**config.mk**
```make
export PLATFORM = sky130hd
export DESIGN_NAME = gate_sweep_driver
export DESIGN_NICKNAME = d
export VERILOG_FILES = /design/src/rtl/gate_sweep_driver_pkg.sv /design/src/rtl/gate_sweep_driver_hold_timer.sv /design/src/rtl/gate_sweep_driver.sv
export SDC_FILE = /design/constraint.sdc
export NUM_CORES = 1
export LEC_CHECK = 0
export ABC_AREA = 1
export CORE_ASPECT_RATIO = 0.7
export CORE_MARGIN = 3
export CORE_UTILIZATION = 50
export CTS_CLUSTER_DIAMETER = 120
export DETAILED_ROUTE_END_ITERATION = 10
export GPL_TIMING_DRIVEN = 0
export HOLD_SLACK_MARGIN = 0.03
export PLACE_DENSITY = 0.75
export SLEW_MARGIN = 20
export SYNTH_ARGS = -nofsm -noshare
export SYNTH_HDL_FRONTEND = slang
export SYNTH_HIERARCHICAL = 1
export SYNTH_SLANG_ARGS = --single-unit
```
**constraint.sdc**
```tcl
create_clock -name clk -period 2.3 [get_ports clk]
set_input_delay 0.575 -clock clk [delete_from_list [all_inputs] [get_ports clk]]
set_output_delay 0.575 -clock clk [all_outputs]
set_load 0.02 [all_outputs]
```
**src/rtl/gate_sweep_driver_pkg.sv**
```systemverilog
// Shared encodings for the gate sweep driver.
// State codes and common 2-input truth tables indexed by {A,B}.
package gate_sweep_driver_pkg;

  typedef enum logic [1:0] {
    S_IDLE  = 2'd0,
    S_DRIVE = 2'd1,
    S_DONE  = 2'd2
  } state_t;

  localparam logic [3:0] TT_AND  = 4'b1000;
  localparam logic [3:0] TT_OR   = 4'b1110;
  localparam logic [3:0] TT_XOR  = 4'b0110;
  localparam logic [3:0] TT_NAND = 4'b0111;
  localparam logic [3:0] TT_NOR  = 4'b0001;

  function automatic logic tt_bit(
    input logic [3:0] tt,
    input logic [1:0] idx
  );
    return tt[idx];
  endfunction

endpackage

```
**src/rtl/gate_sweep_driver_hold_timer.sv**
```systemverilog
// Hold window timer: counts clocks while enabled and flags
// the last cycle of each window, wrapping back to zero.
module hold_timer #(
  parameter int HOLD_CYCLES = 10,
  parameter int HOLD_W      = 4
) (
  input  logic clk,
  input  logic reset,
  input  logic clear,
  output logic tc
);

  localparam logic [HOLD_W-1:0] LAST = HOLD_W'(HOLD_CYCLES - 1);

  logic [HOLD_W-1:0] cnt;

  assign tc = (cnt == LAST);

  always_ff @(posedge clk) begin
    if (reset || clear || tc) begin
      cnt <= '0;
    end else begin
      cnt <= cnt + 1'b1;
    end
  end

endmodule

```
**src/rtl/gate_sweep_driver.sv**
```systemverilog
// Sweeps {A,B} through 00..11 into a gate under test and
// checks the sampled Z against TRUTH_TABLE.
module gate_sweep_driver
  import gate_sweep_driver_pkg::*;
#(
  parameter int         HOLD_CYCLES = 10,
  parameter logic [3:0] TRUTH_TABLE = 4'b1110,
  parameter int         HOLD_W      = 4
) (
  input  logic       clk,
  input  logic       reset,
  input  logic       start,
  output logic       A,
  output logic       B,
  input  logic       Z,
  output logic       busy,
  output logic       done,
  output logic       pass,
  output logic [2:0] err_count,
  output logic [1:0] first_fail_idx
);

  if (HOLD_CYCLES < 1) begin : g_bad_hold
    $error("HOLD_CYCLES must be at least 1");
  end
  if ((2 ** HOLD_W) < HOLD_CYCLES) begin : g_bad_width
    $error("HOLD_W too narrow for HOLD_CYCLES");
  end

  state_t     state;
  logic [1:0] idx;
  logic       tc;
  logic       mismatch;
  logic [2:0] err_next;

  hold_timer #(
    .HOLD_CYCLES(HOLD_CYCLES),
    .HOLD_W     (HOLD_W)
  ) u_hold (
    .clk  (clk),
    .reset(reset),
    .clear(state != S_DRIVE),
    .tc   (tc)
  );

  assign mismatch = (Z != tt_bit(TRUTH_TABLE, idx));
  assign err_next = err_count + {2'b00, mismatch};

  always_ff @(posedge clk) begin
    if (reset) begin
      state          <= S_IDLE;
      idx            <= '0;
      A              <= 1'b0;
      B              <= 1'b0;
      busy           <= 1'b0;
      done           <= 1'b0;
      pass           <= 1'b0;
      err_count      <= '0;
      first_fail_idx <= '0;
    end else begin
      unique case (state)
        S_IDLE: begin
          A    <= 1'b0;
          B    <= 1'b0;
          busy <= 1'b0;
          done <= 1'b0;
          if (start) begin
            state          <= S_DRIVE;
            idx            <= '0;
            busy           <= 1'b1;
            pass           <= 1'b0;
            err_count      <= '0;
            first_fail_idx <= '0;
          end
        end
        S_DRIVE: begin
          if (tc) begin
            err_count <= err_next;
            if (mismatch && err_count == 3'd0) begin
              first_fail_idx <= idx;
            end
            if (idx == 2'd3) begin
              state <= S_DONE;
              done  <= 1'b1;
              busy  <= 1'b0;
              A     <= 1'b0;
              B     <= 1'b0;
              pass  <= (err_next == 3'd0);
            end else begin
              idx    <= idx + 2'd1;
              {A, B} <= idx + 2'd1;
            end
          end
        end
        S_DONE: begin
          state <= S_IDLE;
          done  <= 1'b0;
        end
        default: begin
          state <= S_IDLE;
        end
      endcase
    end
  end

endmodule

```
# Word-level counts from Yosys, hierarchy flattened
# Cells that the tools add are included.
[totals] regBits=18 inputBits=4 output_inout_bits=10 wordCells=75
[op_classes] addsub=3 magnitude_cmp=1 n_eq_ne=11 mux=33 reduce_logical=17
[op_table] op="$mux 2" count=8
[op_table] op="$mux 1" count=13
[op_table] op="$pmux 2 s2" count=3
[op_table] op="$reduce_and 3->1" count=4
[op_table] op="$reduce_and 4->1" count=3
[op_table] op="$pmux 1 s2" count=5
[op_table] op="$ne 2x2->1 const B" count=4
[op_table] op="$logic_not 3->1" count=2
[op_table] op="$mux 3" count=2
[op_table] op="$pmux 3 s2" count=1
[op_table] op="$add 4x1->4 const B" count=1
[op_table] op="$eq 2x2->1 const B" count=2
[op_table] op="$eq 4x4->1 const B" count=1
[op_table] op="$ne 2x1->1 const B" count=2
[op_table] op="$reduce_bool 2->1" count=2
[op_table] op="$add 3x1->3" count=1
[op_table] op="$lt 2x3->1 const B" count=1
[op_table] op="$add 2x1->2 const B" count=1
[op_table] op="$bmux 1 s2" count=1
[op_table] op="$eq 2x1->1 const B" count=1
[op_table] op="$logic_not 2->1" count=1
[op_table] op="$logic_or 1x1->1" count=2
[op_table] op="$reduce_and 2->1" count=1
[op_table] op="$reduce_or 2->1" count=1
[op_table] op="2 further kinds" count=2

# Logic depth before layout (Yosys ltp)
[depth] ltp_word=8 ltp_mapped=11 mapped_depth_nobuf=11

# Modules after synthesis
# The synthesis kept the hierarchy.
[modules_own_cells] mod="gate_sweep_driver" instances=1 cells_each=98 area_each_um2=762.0 seq_area_each_um2=280.3
[modules_own_cells] mod="hold_timer" instances=1 cells_each=22 area_each_um2=183.9 seq_area_each_um2=80.1

# Worst setup path before layout
# No wires, ideal clock.
[synth_timing] path_kind="reg2reg" start="reg idx[0]" end="reg pass" setup_ns=0.064 arrival_time_ns=1.738 required_time_ns=2.236 path_slack_ns=0.499 path_stages_with_launch=11 path_buffers=0 period_less_slack_ns=1.801 cell_sequence="dfxtp_1 inv_1 ha_1 nand2_1 nand2_1 ha_1 ha_1 or2_2 nor3_1 nor2_1 nor2_1"
[synth_between] elab_chain_cells=8 word_cells_on_any_way=11 cone_classes="1 x add/sub; 3 x eq/ne; 5 x mux; 2 x reduce/logical"
[synth_lines] element="start, declared" line_no="gate_sweep_driver.sv:31" rtl="logic [1:0] idx;"
[synth_lines] element="start signal, assigned" line_no="gate_sweep_driver.sv:90" rtl="idx <= idx + 2'd1;"
[synth_lines] element="$bmux 1 s2" line_no="gate_sweep_driver_pkg.sv:21" rtl="return tt[idx];"
[synth_lines] element="$mux 1 (implied by the code)" line_no="gate_sweep_driver_pkg.sv:21"
[synth_lines] element="$ne 1x1->1" line_no="gate_sweep_driver.sv:46" rtl="assign mismatch = (Z != tt_bit(TRUTH_TABLE, idx));"
[synth_lines] element="$add 3x1->3" line_no="gate_sweep_driver.sv:47" rtl="assign err_next = err_count + {2'b00, mismatch};"
[synth_lines] element="$logic_not 3->1" line_no="gate_sweep_driver.sv:88" rtl="pass <= (err_next == 3'd0);"
[synth_lines] element="$mux 1" line_no="gate_sweep_driver.sv:82" rtl="if (idx == 2'd3) begin"
[synth_lines] element="$mux 1" line_no="gate_sweep_driver.sv:77" rtl="if (tc) begin"
[synth_lines] element="$pmux 1 s2" line_no="gate_sweep_driver.sv:61" rtl="unique case (state)"
[synth_lines] element="end signal, assigned" line_no="gate_sweep_driver.sv:88"
[synth_lines] element="end, declared" line_no="gate_sweep_driver.sv:18" rtl="output logic pass,"
# Several ways; a longest one is shown, not always the timed one. The select of a mux whose other input is x is not followed.
# A chain may end at the register's enable or synchronous reset.

# Worst setup path in the final report
[layout_timing] start="in Z" end="reg pass"
[layout_between] elab_chain_cells=6
[layout_lines] element="start, declared" line_no="gate_sweep_driver.sv:15" rtl="input logic Z,"
[layout_lines] element="$ne 1x1->1" line_no="gate_sweep_driver.sv:46"
[layout_lines] element="$add 3x1->3" line_no="gate_sweep_driver.sv:47"
[layout_lines] element="$logic_not 3->1" line_no="gate_sweep_driver.sv:88"
[layout_lines] element="$mux 1" line_no="gate_sweep_driver.sv:82"
[layout_lines] element="$mux 1" line_no="gate_sweep_driver.sv:77"
[layout_lines] element="$pmux 1 s2" line_no="gate_sweep_driver.sv:61"
# Every way passes these cells. The select of a mux whose other input is x is not followed.

==> results.yml <==
setup_path:
  r2r_cells: 10
  slowest_delay_ps: 480
  path_buf_inv: 2
  required_ps: 2530
  worstPathArrival_ps: 2300
  cp_num_cells: 10
  cp-start-kind: "input port"
  cpLargestDelayFamily: "simple AND/OR/NAND/NOR gates"
  timing_worst_setup_path_type: "in2reg"
  crit_chain: "clkdlybuf4s50_1 > inv_1 > nand2_1 > nand2_1 > ha_1 > ha_1 > or2_2 > nor3_1 > nor2_1 > nor2_1"
  cp-end-kind: "flop"
  crit_fanout: 2
  cp_slowest_cell: "clkdlybuf4s50_1"
route:
  vias_per_cell: 4.81
  first_pass_iters: 4
  drt_iter0_markers: 9
  drc_errors: 0
  num_vias: 755
  wl_per_cell_um: 11.7
  antenna_left: 0
  wl_um: 1840
timing:
  holdWs_ps: 471
  slew_headroom_pct: 63.8
  setup_slack_ps: 232
  hold_violations: 0
  period_minus_slack_ps: 2070
  finalSetupTns_ps: 0
  rsz0062_at_grt: "false"
  timing.final.crit_share_pct: 89.9
  slew_violations: 0
  finalSetupViolCount: 0
  fin_skew_ps: 1.35
  fmax_ghz: 0.484
  worst_slew_pin_slew_ps: 543
min_path:
  hold_path_class: "reg2reg"
  hold_depth: 2
floorplanning:
  start_util_pct: 56.2
  die_w_um: 58.0
  die_h_um: 42.4
  core_area_sq_mm: 0.00168
  rows: 12
  die_area_sq_mm: 0.00246
  io_pins: 14
finish:
  num-fill-cells: 161
  fin_util_pct: 66.9
  antenna_cells: 0
  drive_gt1_share_pct: 16.9
  layout.nets: 148
  mostFrequentLayoutCells: "22 x nand2_1, 18 x dfxtp_1, 16 x inv_1, 16 x nor2_1, 13 x clkdlybuf4s50_1"
  multi_input_area_sq_um: 494
  syn2layout_area_growth_pct: 18.9
  layout_commonest_cell: "nand2_1"
  seq_area_sq_um: 360
pwr:
  powerDensity_mw_per_mm2: 543
  finalPower_uw: 611
  peakVddDrop_mv: 0.384
  power.leakage_nw: 0.461
global_route:
  grt_pass1_vias: 717
  grt-ovfl-total: 0
  grt_first_pass_wirelength_um: 3230
  antenna_found_initial: 0
  grtUsageTotal_pct: 17.2
  grt_max_degree: 11
synth:
  synth_seq_cells: 18
  ys_types: 25
  synth_top_area_share_pct: 38.1
  syn_avg_cell_area_sq_um: 7.88
  synth_top_cells_by_area: "dfxtp_1 38%, nand2_1 8.7%, ha_1 7.9%"
  ys.warnings.count: 6
  synth_fp_nets: 130
  synth_area_leader_cell: "dfxtp_1"
  synth-seq-area-share_pct: 38.1
  synth_area_sq_um: 946
  syn-instance-count: 120
place:
  gp_congestion: 0.775
  io_buffer_count: 13
  dp_slack_ps: -71.2
  dp_hpwl_um: 1460
job:
  drv_cap: 0
cts:
  cts_max_level: 1
  clkSinkCount: 18
  cts_resized: 0
  cts_inserted_buffers: 3
  clock_path_buffers: 2
  clk_latency_ps: 290
  path_clk_slew_ps: 90
  clockRootBuffer: "clkbuf_4"
  cts_tree: "yes"
  postCtsHoldBufs: 0
  post_cts_buffers: 0
status:
  status: "finished, final reports clean"
per-stage QoR:
step,instances,cell area [sq um]
floorplan,120,946
global placement,154,1100
detailed placement,154,1100
CTS,157,1120
global route,157,1120
finish,157,1120
cells by family after synthesis:
group / count (synthesis) / share of synthesized area (%)
buffers and inverters: 20 / 9.66
AO/OA/AOI/OAI: 18 / 12.3
AND/OR/NAND/NOR: 56 / 30.2
XOR/XNOR: 2 / 1.85
flip-flops: 18 / 38.1
adder cells (fa/ha/maj): 6 / 7.94
power by group:
| group | internal (mW) | switching [mW] |
|---|---|---|
| clock network | 0.0609 | 0.0917 |
| registers | 0.325 | 0.0116 |
| logic | 0.0534 | 0.0687 |
| total | 0.439 | 0.172 |
flip-flops by register name, indices dropped and copies added, names as in the netlist:
signal          flops
busy                1
first_fail_idx      2
err_count           3
u_hold/cnt          4
state               2
idx                 2
B                   1
done                1
pass                1
A                   1
worst paths after layout:
kind | slack [ps] | start | endpoint
worst max-delay path | 230 | Z | pass
worst min-delay path | 470 | done | done
worst max register to register | 330 | idx[0] | pass
worst min register to register | 470 | done | done
cell type report:
type,count,area share [%]
sequential,18,32.0
inverter,18,6.01
tap,21,2.34
buffer,2,2.11
multi-input combinational,82,43.9
timing repair buffer,13,11.6
clock buffer,3,2.00
synthesized netlist by cell type (all sizes together):
| cell | count |
|---|---|
| a21oi | 12 |
| nand3b | 1 |
| nand2 | 27 |
| nor3 | 1 |
| buf | 1 |
| ha | 6 |
| clkbuf | 1 |
| nand4 | 1 |
| dfxtp | 18 |
| xor2 | 1 |
| inv | 18 |
| xnor2 | 1 |
| or2 | 1 |
| nor2 | 19 |
| o21ai | 6 |
| nand3 | 6 |
worst reg2reg max path, delay by kind of cell (launching register included):
kind          cells  cell delay (ps)
fa+ha+maj         3              660
buf+inv           1               70
flops             1              430
simple gates      6              770
layer usage:
metal  up-vias  wire, um  track usage, %
met5         -         0               0
met4         0         8            3.24
met3         2        83            6.15
met2        15       793            26.4
met1       329       952            23.2
li1        409         -               -
Note: power is estimated with default switching activity, not from simulation.
